**config.mk**
```make
export PLATFORM = sky130hd
export DESIGN_NAME = led_pulse_stretch
export DESIGN_NICKNAME = d
export VERILOG_FILES = /design/src/rtl/led_pulse_stretch.sv
export SDC_FILE = /design/constraint.sdc
export NUM_CORES = 1
export LEC_CHECK = 0
export ABC_CLOCK_PERIOD_IN_PS = 2500
export BUFFER_PORTS_ARGS = -buffer_cell sky130_fd_sc_hd__buf_2
export CORE_MARGIN = 1
export CORE_UTILIZATION = 58
export CTS_CLUSTER_SIZE = 14
export DETAILED_ROUTE_END_ITERATION = 8
export PLACE_DENSITY = 0.87
export REMOVE_ABC_BUFFERS = 1
export SETUP_SLACK_MARGIN = 0.4
export SLEW_MARGIN = 20
export SYNTH_ARGS = -nofsm -noshare
export SYNTH_HDL_FRONTEND = slang
export SYNTH_SLANG_ARGS = --single-unit
export TNS_END_PERCENT = 5
```
**constraint.sdc**
```tcl
create_clock -name clk -period 2.5 [get_ports clk]
set_input_delay 0.375 -clock clk [delete_from_list [all_inputs] [get_ports clk]]
set_output_delay 0.375 -clock clk [all_outputs]
set_load 0.03 [all_outputs]
```
**src/rtl/led_pulse_stretch.sv**
```systemverilog
// Stretches one-cycle trigger pulses into visible LED blinks (ON_CNT lit, OFF_CNT dark).
// Triggers arriving mid-blink are counted in a saturating queue and replayed back-to-back.
module led_pulse_stretch #(
  parameter int unsigned ON_CNT    = 5000000,
  parameter int unsigned OFF_CNT   = 5000000,
  parameter int unsigned QUEUE_MAX = 7,
  localparam int unsigned PW       = $clog2(QUEUE_MAX + 1)
) (
  input  logic          clk,
  input  logic          rst,
  input  logic          trig,
  output logic          led,
  output logic          busy,
  output logic [PW-1:0] pending,
  output logic          overflow
);

  localparam int unsigned MaxCnt = (ON_CNT > OFF_CNT) ? ON_CNT : OFF_CNT;
  localparam int unsigned TW     = (MaxCnt > 1) ? $clog2(MaxCnt) : 1;

  localparam logic [TW-1:0] OnLast  = TW'(ON_CNT - 1);
  localparam logic [TW-1:0] OffLast = TW'(OFF_CNT - 1);
  localparam logic [PW-1:0] QMax    = PW'(QUEUE_MAX);

  typedef enum logic [1:0] {StIdle, StOn, StOff} state_e;

  state_e        state_q;
  logic [TW-1:0] timer_q;

  always_ff @(posedge clk or negedge rst) begin
    if (!rst) begin
      state_q  <= StIdle;
      timer_q  <= '0;
      pending  <= '0;
      led      <= 1'b0;
      busy     <= 1'b0;
      overflow <= 1'b0;
    end else begin
      overflow <= 1'b0;
      unique case (state_q)
        StIdle: begin
          if (trig) begin
            state_q <= StOn;
            timer_q <= '0;
            led     <= 1'b1;
            busy    <= 1'b1;
          end
        end

        StOn: begin
          if (trig) begin
            if (pending < QMax) pending <= pending + 1'b1;
            else                overflow <= 1'b1;
          end
          if (timer_q == OnLast) begin
            state_q <= StOff;
            timer_q <= '0;
            led     <= 1'b0;
          end else begin
            timer_q <= timer_q + 1'b1;
          end
        end

        StOff: begin
          if (timer_q == OffLast) begin
            timer_q <= '0;
            // End edge: a queued slot is consumed here, so a coincident trig can never overflow.
            if (pending != '0) begin
              state_q <= StOn;
              led     <= 1'b1;
              pending <= pending - 1'b1 + PW'(trig);
            end else if (trig) begin
              state_q <= StOn;
              led     <= 1'b1;
            end else begin
              state_q <= StIdle;
              busy    <= 1'b0;
            end
          end else begin
            timer_q <= timer_q + 1'b1;
            if (trig) begin
              if (pending < QMax) pending <= pending + 1'b1;
              else                overflow <= 1'b1;
            end
          end
        end

        default: begin
          state_q <= StIdle;
          led     <= 1'b0;
          busy    <= 1'b0;
        end
      endcase
    end
  end

endmodule

```
==> results.cfg, run 1 <==
[outcome]
status = complete, no violations

[cells_and_area]
syn_to_final_growth_pct = 7.764
fillers = 236
final_cell_mix = dfrtp_1 (31), nor2_1 (29), nand2_1 (18)
drive_gt1_share_pct = 10.81
fin_area_um2 = 2032
diodes = 0
fin_nets = 233
mostFrequentLayoutCell = dfrtp_1

[global_route]
track_usage_pct = 26.48
grt_pass1_vias = 1526
grt_overflow_total = 0
antenna_found_initial = 0
grt_first_pass_wirelength_um = 6817
grt_max_degree = 32

[logic_synthesis]
synth_cell_types = 42
syn_inst = 209
async_flop_share_pct = 100.0
ys.flop_type = dfrtp_1
ys_seq_elements = 31
synth_edf_count = 0
synth.avg_cell_area_um2 = 9.022
ys_seq_area_share_pct = 41.14
yosysWarnings = 0
syn_area_um2 = 1886

[placed_design]
place_ws_ns = 0.3979
detailed_place_hpwl_um = 2756
numPortBuffers = 8
gp_congestion = 0.9217
place_area_um2 = 1968

[timing]
rsz0062_at_grt = true
fin_crit_sh_pct = 80.72
fmax_mhz = 495.6
hold_slack_ns = 0.06533
final.setup.worst_slack_ns = 0.4821
setup_viol = 0
slew_headroom_pct = 55.75
finalMaxSlewViolations = 0
hold_violations = 0
period_needed_ns = 2.018
fin_tns_setup_ns = 0
tightest_slew_ns = 0.6638
finalClockSkew_ns = 0.008173

[route]
num_vias = 1560
ant_nets = 0
viasPerCell = 5.865
first_pass_iters = 4
drc = 0
drtIter0Drc = 62
wl_per_cell_um = 14.33
wirelength_um = 3812

[critical_path]
cp.required_ns = 2.76
arrival_ns = 2.28
startpoint_type = register
cp-end-kind = register
worstPathMaxFanout = 7
crit_type = reg -> reg

[clock_tree]
root_buffer = clkbuf_4
clk_pin_slew_ns = 0.09
cts_buffer_depth = 2
clock-sinks = 31
cts_buffers = 5
tritoncts = done
cts_max_level = 2
clock_latency_ns = 0.33

[pwr]
leakage_nw = 0.8908
power_density_nw_per_um2 = 758.2
p_total_mw = 1.541
peakVddDrop_uv = 640.2

[floorplan]
initial_core_util_pct = 61.26
row_count = 20
die-height_um = 59.02
die_area_um2 = 3483
die_x_um = 59.02
fp.coreArea_um2 = 3078
io_pins = 9

[hold_path]
min_path_type = in -> async

[run]
drv_cap = 0
-- cell type report --
cell class | count | area (µm²) | share of cell area [%]
Clock buffer | 7 | 45.04 | 2.217
Clock inverter | 1 | 5.005 | 0.2463
Inverter | 6 | 22.52 | 1.108
Multi-Input combinational cell | 166 | 1066 | 52.46
Sequential cell | 31 | 775.7 | 38.18
Tap cell | 44 | 55.05 | 2.709
Timing Repair Buffer | 11 | 62.56 | 3.079
-- stage by stage --
stage	util [%]	instances
floorplan	-	203
global placement	63.94	257
detailed placement	63.94	257
CTS	65.81	266
global route	66.02	266
finish	66.02	266
-- synth_stat cells, types with 2 or more instances --
cell type	n	share of area, %
nor4bb_1	3	1.6
o21ai_0	13	3.5
xor2_1	7	3.3
dfrtp_1	31	41
or3b_1	2	0.93
and2_1	3	1.0
and3_1	2	0.66
nand3_1	12	3.2
nor3_1	5	1.3
mux2i_1	3	1.6
a22o_1	2	0.93
nand2b_1	4	1.3
inv_1	6	1.2
a21oi_1	11	2.9
nor2_1	29	5.8
or3_1	3	1.0
nand2_1	18	3.6
nor2b_1	4	1.3
clkbuf_1	4	0.80
ha_1	9	6.0
nand2_2	2	0.66
o311ai_0	2	0.93
xnor2_1	4	1.9
nand4_1	10	3.3
and4_1	3	1.4
-- power by group --
part	total, mW	switching (mW)	internal (mW)
clock network	0.273	0.164	0.109
registers	0.638	0.0727	0.565
logic	0.630	0.418	0.212
total	1.54	0.655	0.886
-- logic make-up (layout without fill, tap and decap cells) --
kind of cell / count (synthesis) / count (layout) / share of synthesized area, %
compound gates: 38 / 38 / 12.81
mux: 3 / 3 / 1.593
xor+xnor: 11 / 11 / 5.109
flops: 31 / 31 / 41.14
simple gates: 105 / 105 / 30.72
fa+ha+maj: 9 / 9 / 5.972
buf+inv: 12 / 25 / 2.654
-- worst max-delay path: stages, from the launching register on --
cell and delay (ns):
dfrtp_1 0.40, inv_1 0.08, ha_1 0.24, nor2b_1 0.20
nor4_4 0.36, nand4_4 0.17, or3_1 0.37, a21oi_1 0.14
-- what timing repair did --
action,4_1_cts,5_1_grt
resized for setup,0,1
endpoints found under the hold margin,0,0
setup buffers,1,0
endpoints found under the setup margin,3,12
pin swaps,1,0
hold buffers,0,0
-- routing by layer --
layer  share of wire, %  global-route usage, %
met1                 48                  36.34
met2                 45                  38.15
met3                4.9                  8.079
met4                1.6                  12.59
met5                  0                      0
-- registers in the layout, summed over array words and instances, names as in the netlist --
name and flops:
timer_q 23, pending 3, state_q 2, busy 1
led 1, overflow 1
-- path summary, 6_finish.rpt --
check | slack [ns] | start | depth (start not counted) | end
setup / recovery | 0.48 | state_q[0]$_DFFE_PN0P_ | 7 | timer_q[19]$_DFFE_PN0P_
hold reg to reg | 0.54 | timer_q[0]$_DFFE_PN0P_ | 1 | timer_q[0]$_DFFE_PN0P_
setup reg to reg | 0.48 | state_q[0]$_DFFE_PN0P_ | 7 | timer_q[19]$_DFFE_PN0P_
max in group asynchronous | 2.00 | rst | 1 | state_q[1]$_DFFE_PN0P_
min in group clk | 0.41 | trig | 3 | overflow$_DFF_PN0_
hold / removal | 0.07 | rst | 1 | timer_q[6]$_DFFE_PN0P_
Note: power is estimated with default switching activity, not from simulation.
==> run 2: changes to the inputs <==
Settings changed: ABC_CLOCK_PERIOD_IN_PS 2500 to 1900.
Clock period 2.5 ns to 1.9 ns, I/O delays scaled along.
==> run 2 against run 1 <==
Sequential cell count did not move. Final cell count rose by 9.4%. Sequential share of layout area decreased by 5.3 points. First-iteration DRC count grew to 2.8 times the previous value. Register-to-register slack got worse by 0.38 ns. Die area is the same. Fmax grew 12%. Clock skew up 0.0069 ns. Hold slack gained 0.28 ns. Critical endpoint unchanged.
==> results.cfg, run 2 (synthesized netlist as in run 1, its figures left out) <==
[cells_and_area]
mostFrequentLayoutCell = dfrtp_1
regMostFlops = timer_q
final_cell_mix = dfrtp_1 (31), nor2_1 (29), buf_4 (28)
fin_nets = 259
layout.cells.non_filler = 291
drive_gt1_share_pct = 28.74
reg_top3 = timer_q (23), pending (3), state_q (2)
largest_register_ffs = 23
fin_area_um2 = 2357
final_core_util_pct = 76.59
syn_to_final_growth_pct = 25.02
fillers = 204
diodes = 0

[pwr]
peakVddDrop_uv = 1048
leakage_nw = 1.063
power_switching_mw = 0.9632
intPower_mw = 1.339
p_seq_share_pct = 35.9
p_clk_share_pct = 17.3
p_total_mw = 2.302
pwr-share-comb_pct = 46.7
p_sw_share_pct = 41.84
power_density_nw_per_um2 = 976.6

[route]
ant_nets = 0
wirelength_um = 4654
drc = 0
first_pass_iters = 4
num_vias = 1725
drtIter0Drc = 171
wl_per_cell_um = 15.99
viasPerCell = 5.928

[clock_tree]
root_buffer = clkbuf_4
clock_latency_ns = 0.34
cts_max_level = 2
cts_buffer_depth = 2
clock-sinks = 31
tritoncts = done
cts_buffers = 5
clk_pin_slew_ns = 0.10

[global_route]
grt_pass1_vias = 1618
track_usage_pct = 30.05
grt_first_pass_wirelength_um = 7700
antenna_found_initial = 0
grt_max_degree = 32
grt_overflow_total = 0

[placed_design]
detailed_place_hpwl_um = 3137
numPortBuffers = 8
place_area_um2 = 2118
gp_congestion = 0.9206
dp.cells = 277
place_ws_ns = -0.09858

[timing]
finalMaxSlewViolations = 0
fin_tns_setup_ns = 0
tightest_slew_ns = 0.6764
rsz0062_at_grt = true
hold_violations = 0
fmax_mhz = 556.9
slew_headroom_pct = 54.90
finalClockSkew_ns = 0.01506
period_needed_ns = 1.796
setup_viol = 0
final.setup.worst_slack_ns = 0.1042
fin_crit_sh_pct = 94.51
hold_slack_ns = 0.3497

[hold_path]
min_path_type = in -> reg

[floorplan]
die_x_um = 59.02
io_pins = 9
initial_core_util_pct = 61.26
die_area_um2 = 3483
fp.coreArea_um2 = 3078
row_count = 20
die-height_um = 59.02

[critical_path]
crit_end = timer_q[19]$_DFFE_PN0P_
startpoint_type = register
crit_start = state_q[0]$_DFFE_PN0P_
worstPathMaxFanout = 7
rr_worst_depth = 5
r2r_slack_ns = 0.10
cp.required_ns = 2.18
crit_type = reg -> reg
r2r-start = state_q[0]$_DFFE_PN0P_
r2r-end = timer_q[19]$_DFFE_PN0P_
arrival_ns = 2.08
cp-end-kind = register

[outcome]
status = complete, no violations

[run]
drv_cap = 0
==> run 2: power groups by stage <==
| stage | registers (mW) | logic [mW] | clock network (mW) |
|---|---|---|---|
| after floorplan | 0.939 | 0.493 | 0 |
| after global placement | 0.830 | 0.915 | 0 |
| after global routing | 0.842 | 1.19 | 0.428 |
| final | 0.828 | 1.08 | 0.399 |
| after detailed placement | 0.835 | 0.925 | 0 |
| after CTS | 0.821 | 1.01 | 0.395 |
==> run 2: worst min path at each step <==
stage	start	to	slack (ns)	cells after the start
finish	trig	overflow$_DFF_PN0_	0.35	3
CTS	trig	overflow$_DFF_PN0_	0.33	3
global route	trig	overflow$_DFF_PN0_	0.38	3
floorplan	rst	busy$_DFFE_PN0P_	-0.01	0
detailed placement	rst	timer_q[2]$_DFFE_PN0P_	0.36	1
global placement	rst	timer_q[2]$_DFFE_PN0P_	0.36	1
==> run 2: what timing repair did <==
| action | in CTS | in global routing |
|---|---|---|
| gates cloned | 0 | 0 |
| buffers inserted | 5 | 1 |
| endpoints found under the setup margin | 31 | 31 |
| hold endpoints to repair | 7 | 0 |
| resized for setup | 18 | 12 |
| hold buffers | 1 | 0 |
| pin swaps | 12 | 5 |
==> run 2: layout make-up <==
class	count	area (µm²)	share of cell area, %
inverter	6	22.52	0.9554
multi-input combinational	166	1187	50.37
clock inverter	1	5.005	0.2123
timing repair buffer	37	260.3	11.04
clock buffer	6	51.30	2.176
sequential	31	775.7	32.91
tap	44	55.05	2.335
==> run 2: metal layers <==
layer / up-vias / GRT usage [%] / wire length, µm
li1: 832 / - / -
met1: 823 / 42.06 / 2085
met2: 63 / 43.02 / 2274
met3: 7 / 8.515 / 220
met4: 0 / 14.29 / 74
met5: - / 0 / 0
==> run 2: worst max-delay path, cell delays in order (launching register included) <==
cell and delay, ns:
dfrtp_1 0.42, ha_1 0.31, nor4_4 0.39, nand4_4 0.17
or3_1 0.35, a21oi_2 0.12
==> run 3: changes to the inputs <==
Settings changed: CORE_UTILIZATION 58 to 59, PLACE_DENSITY 0.87 to 0.88.
==> run 3 against run 2 <==
The run now ends with negative hold slack left. Register-to-register slack worse by 0.02 ns. Final cell count down 1.7%. Sequential share of layout area up 0.93 points. Power shrank 3.7%. Worst setup slack got worse by 0.020 ns. Die area decreased by 1.6%.
==> results.cfg, run 3 (synthesized netlist as in run 1, its figures left out) <==
[outcome]
status = finished with violations
violations = negative hold slack

[clock_tree]
cts_buffer_depth = 2
cts_buffers = 5
clk_pin_slew_ns = 0.10
cts_max_level = 2
root_buffer = clkbuf_4
tritoncts = done
clock-sinks = 31
clock_latency_ns = 0.33

[cells_and_area]
syn_to_final_growth_pct = 21.77
layout.cells.non_filler = 286
drive_gt1_share_pct = 26.45
seqCellArea_um2 = 777.0
diodes = 0
multi_input_area_um2 = 1162
fillers = 211
final_cell_mix = dfrtp_1 (30), nor2_1 (29), buf_4 (21)
regMostFlops = timer_q
reg_top3 = timer_q (23), pending (3), state_q (2)
fin_nets = 253
largest_register_ffs = 23
final_core_util_pct = 75.20
mostFrequentLayoutCell = dfrtp_1

[global_route]
grt_max_degree = 32
grt_overflow_total = 0
track_usage_pct = 28.63
grt_pass1_vias = 1580
grt_first_pass_wirelength_um = 7286
antenna_found_initial = 0

[critical_path]
startpoint_type = register
r2r_slack_ns = 0.08
r2r-start = state_q[0]$_DFFE_PN0P_
crit_type = reg -> reg
cp.required_ns = 2.15
arrival_ns = 2.06
cp-end-kind = register
r2r-end = timer_q[17]$_DFFE_PN0P_
rr_worst_depth = 7
worstPathMaxFanout = 6

[floorplan]
io_pins = 9
fp.coreArea_um2 = 3053
row_count = 20
initial_core_util_pct = 61.76
die_x_um = 58.53
die_area_um2 = 3426
die-height_um = 58.53

[timing]
hold_violations = 21
setup_viol = 0
finalClockSkew_ns = 0.008716
finalMaxSlewViolations = 0
tightest_slew_ns = 0.6779
fin_crit_sh_pct = 95.56
final.setup.worst_slack_ns = 0.08439
period_needed_ns = 1.816
fin_tns_setup_ns = 0
hold_slack_ns = -0.01764
fmax_mhz = 550.8
rsz0062_at_grt = true
slew_headroom_pct = 54.80

[pwr]
peakVddDrop_uv = 874.2
power_density_nw_per_um2 = 965.1
leakage_nw = 1.006

[placed_design]
detailed_place_hpwl_um = 3062
place_ws_ns = -0.03413
dp.cells = 272
gp_congestion = 0.9055
numPortBuffers = 8

[route]
first_pass_iters = 4
num_vias = 1702
drtIter0Drc = 114
viasPerCell = 5.951
ant_nets = 0
wl_per_cell_um = 15.90
drc = 0
wirelength_um = 4547

[run]
drv_cap = 0

[hold_path]
min_path_type = in -> async
run 3: cell type report:
cell class                 count  share of cell area (%)
clock buffer                   7                   1.962
clock inverter                 1                  0.2180
multi-input combinational    166                   50.63
sequential                    31                   33.84
timing repair buffer          31                   9.973
inverter                       6                  0.9809
tap                           44                   2.398
run 3: layer usage:
metal  GRT usage (%)  wire length [µm]  vias to the layer above
li1                -                 -                      821
met1           38.53              2025                      831
met2           46.47              2300                       41
met3           6.593               139                        9
met4           8.163                81                        0
met5               0                 0                        -
run 3: power breakdown:
group	leakage, nW	internal (mW)	switching [mW]
Sequential	0.418	0.745	0.0939
Combinational	0.559	0.410	0.610
Clock	0.0293	0.144	0.213
Total	1.01	1.30	0.917
run 3: how the worst max path moves through the flow:
stage                      startpoint                 endpoint  cells after the start
3_3_place_gp   timer_q[0]$_DFFE_PN0P_         busy$_DFFE_PN0P_                      6
4_1_cts        state_q[0]$_DFFE_PN0P_  timer_q[17]$_DFFE_PN0P_                      5
5_1_grt        state_q[0]$_DFFE_PN0P_  timer_q[20]$_DFFE_PN0P_                      7
3_5_place_dp   state_q[0]$_DFFE_PN0P_  timer_q[21]$_DFFE_PN0P_                      7
2_1_floorplan  state_q[0]$_DFFE_PN0P_  timer_q[19]$_DFFE_PN0P_                      7
6_report       state_q[0]$_DFFE_PN0P_  timer_q[17]$_DFFE_PN0P_                      7
run 3: worst max-delay path, stage by stage, from the launching register on:
cell and delay (ns):
dfrtp_1 0.41, inv_2 0.07, ha_4 0.16, nor2b_4 0.13
nor4_4 0.30, nand4_4 0.17, or3_4 0.36, a21oi_2 0.15
run 3: stage by stage:
step	area [µm²]	total power, mW	hold slack [ns]
after detailed placement	2093	1.769	0.3639
final	2296	2.216	-0.01764
after CTS	2217	2.185	0.001397
after global placement	2093	1.732	0.3664
after global routing	2296	2.375	0.02303
after floorplan	1858	1.432	-0.01059
run 3: repair_timing:
action,4_1_cts,5_1_grt
pin swaps,10,6
setup buffers,5,1
hold buffers,0,0
gates resized for setup,10,19
setup endpoints to repair,31,31
cloned,0,0
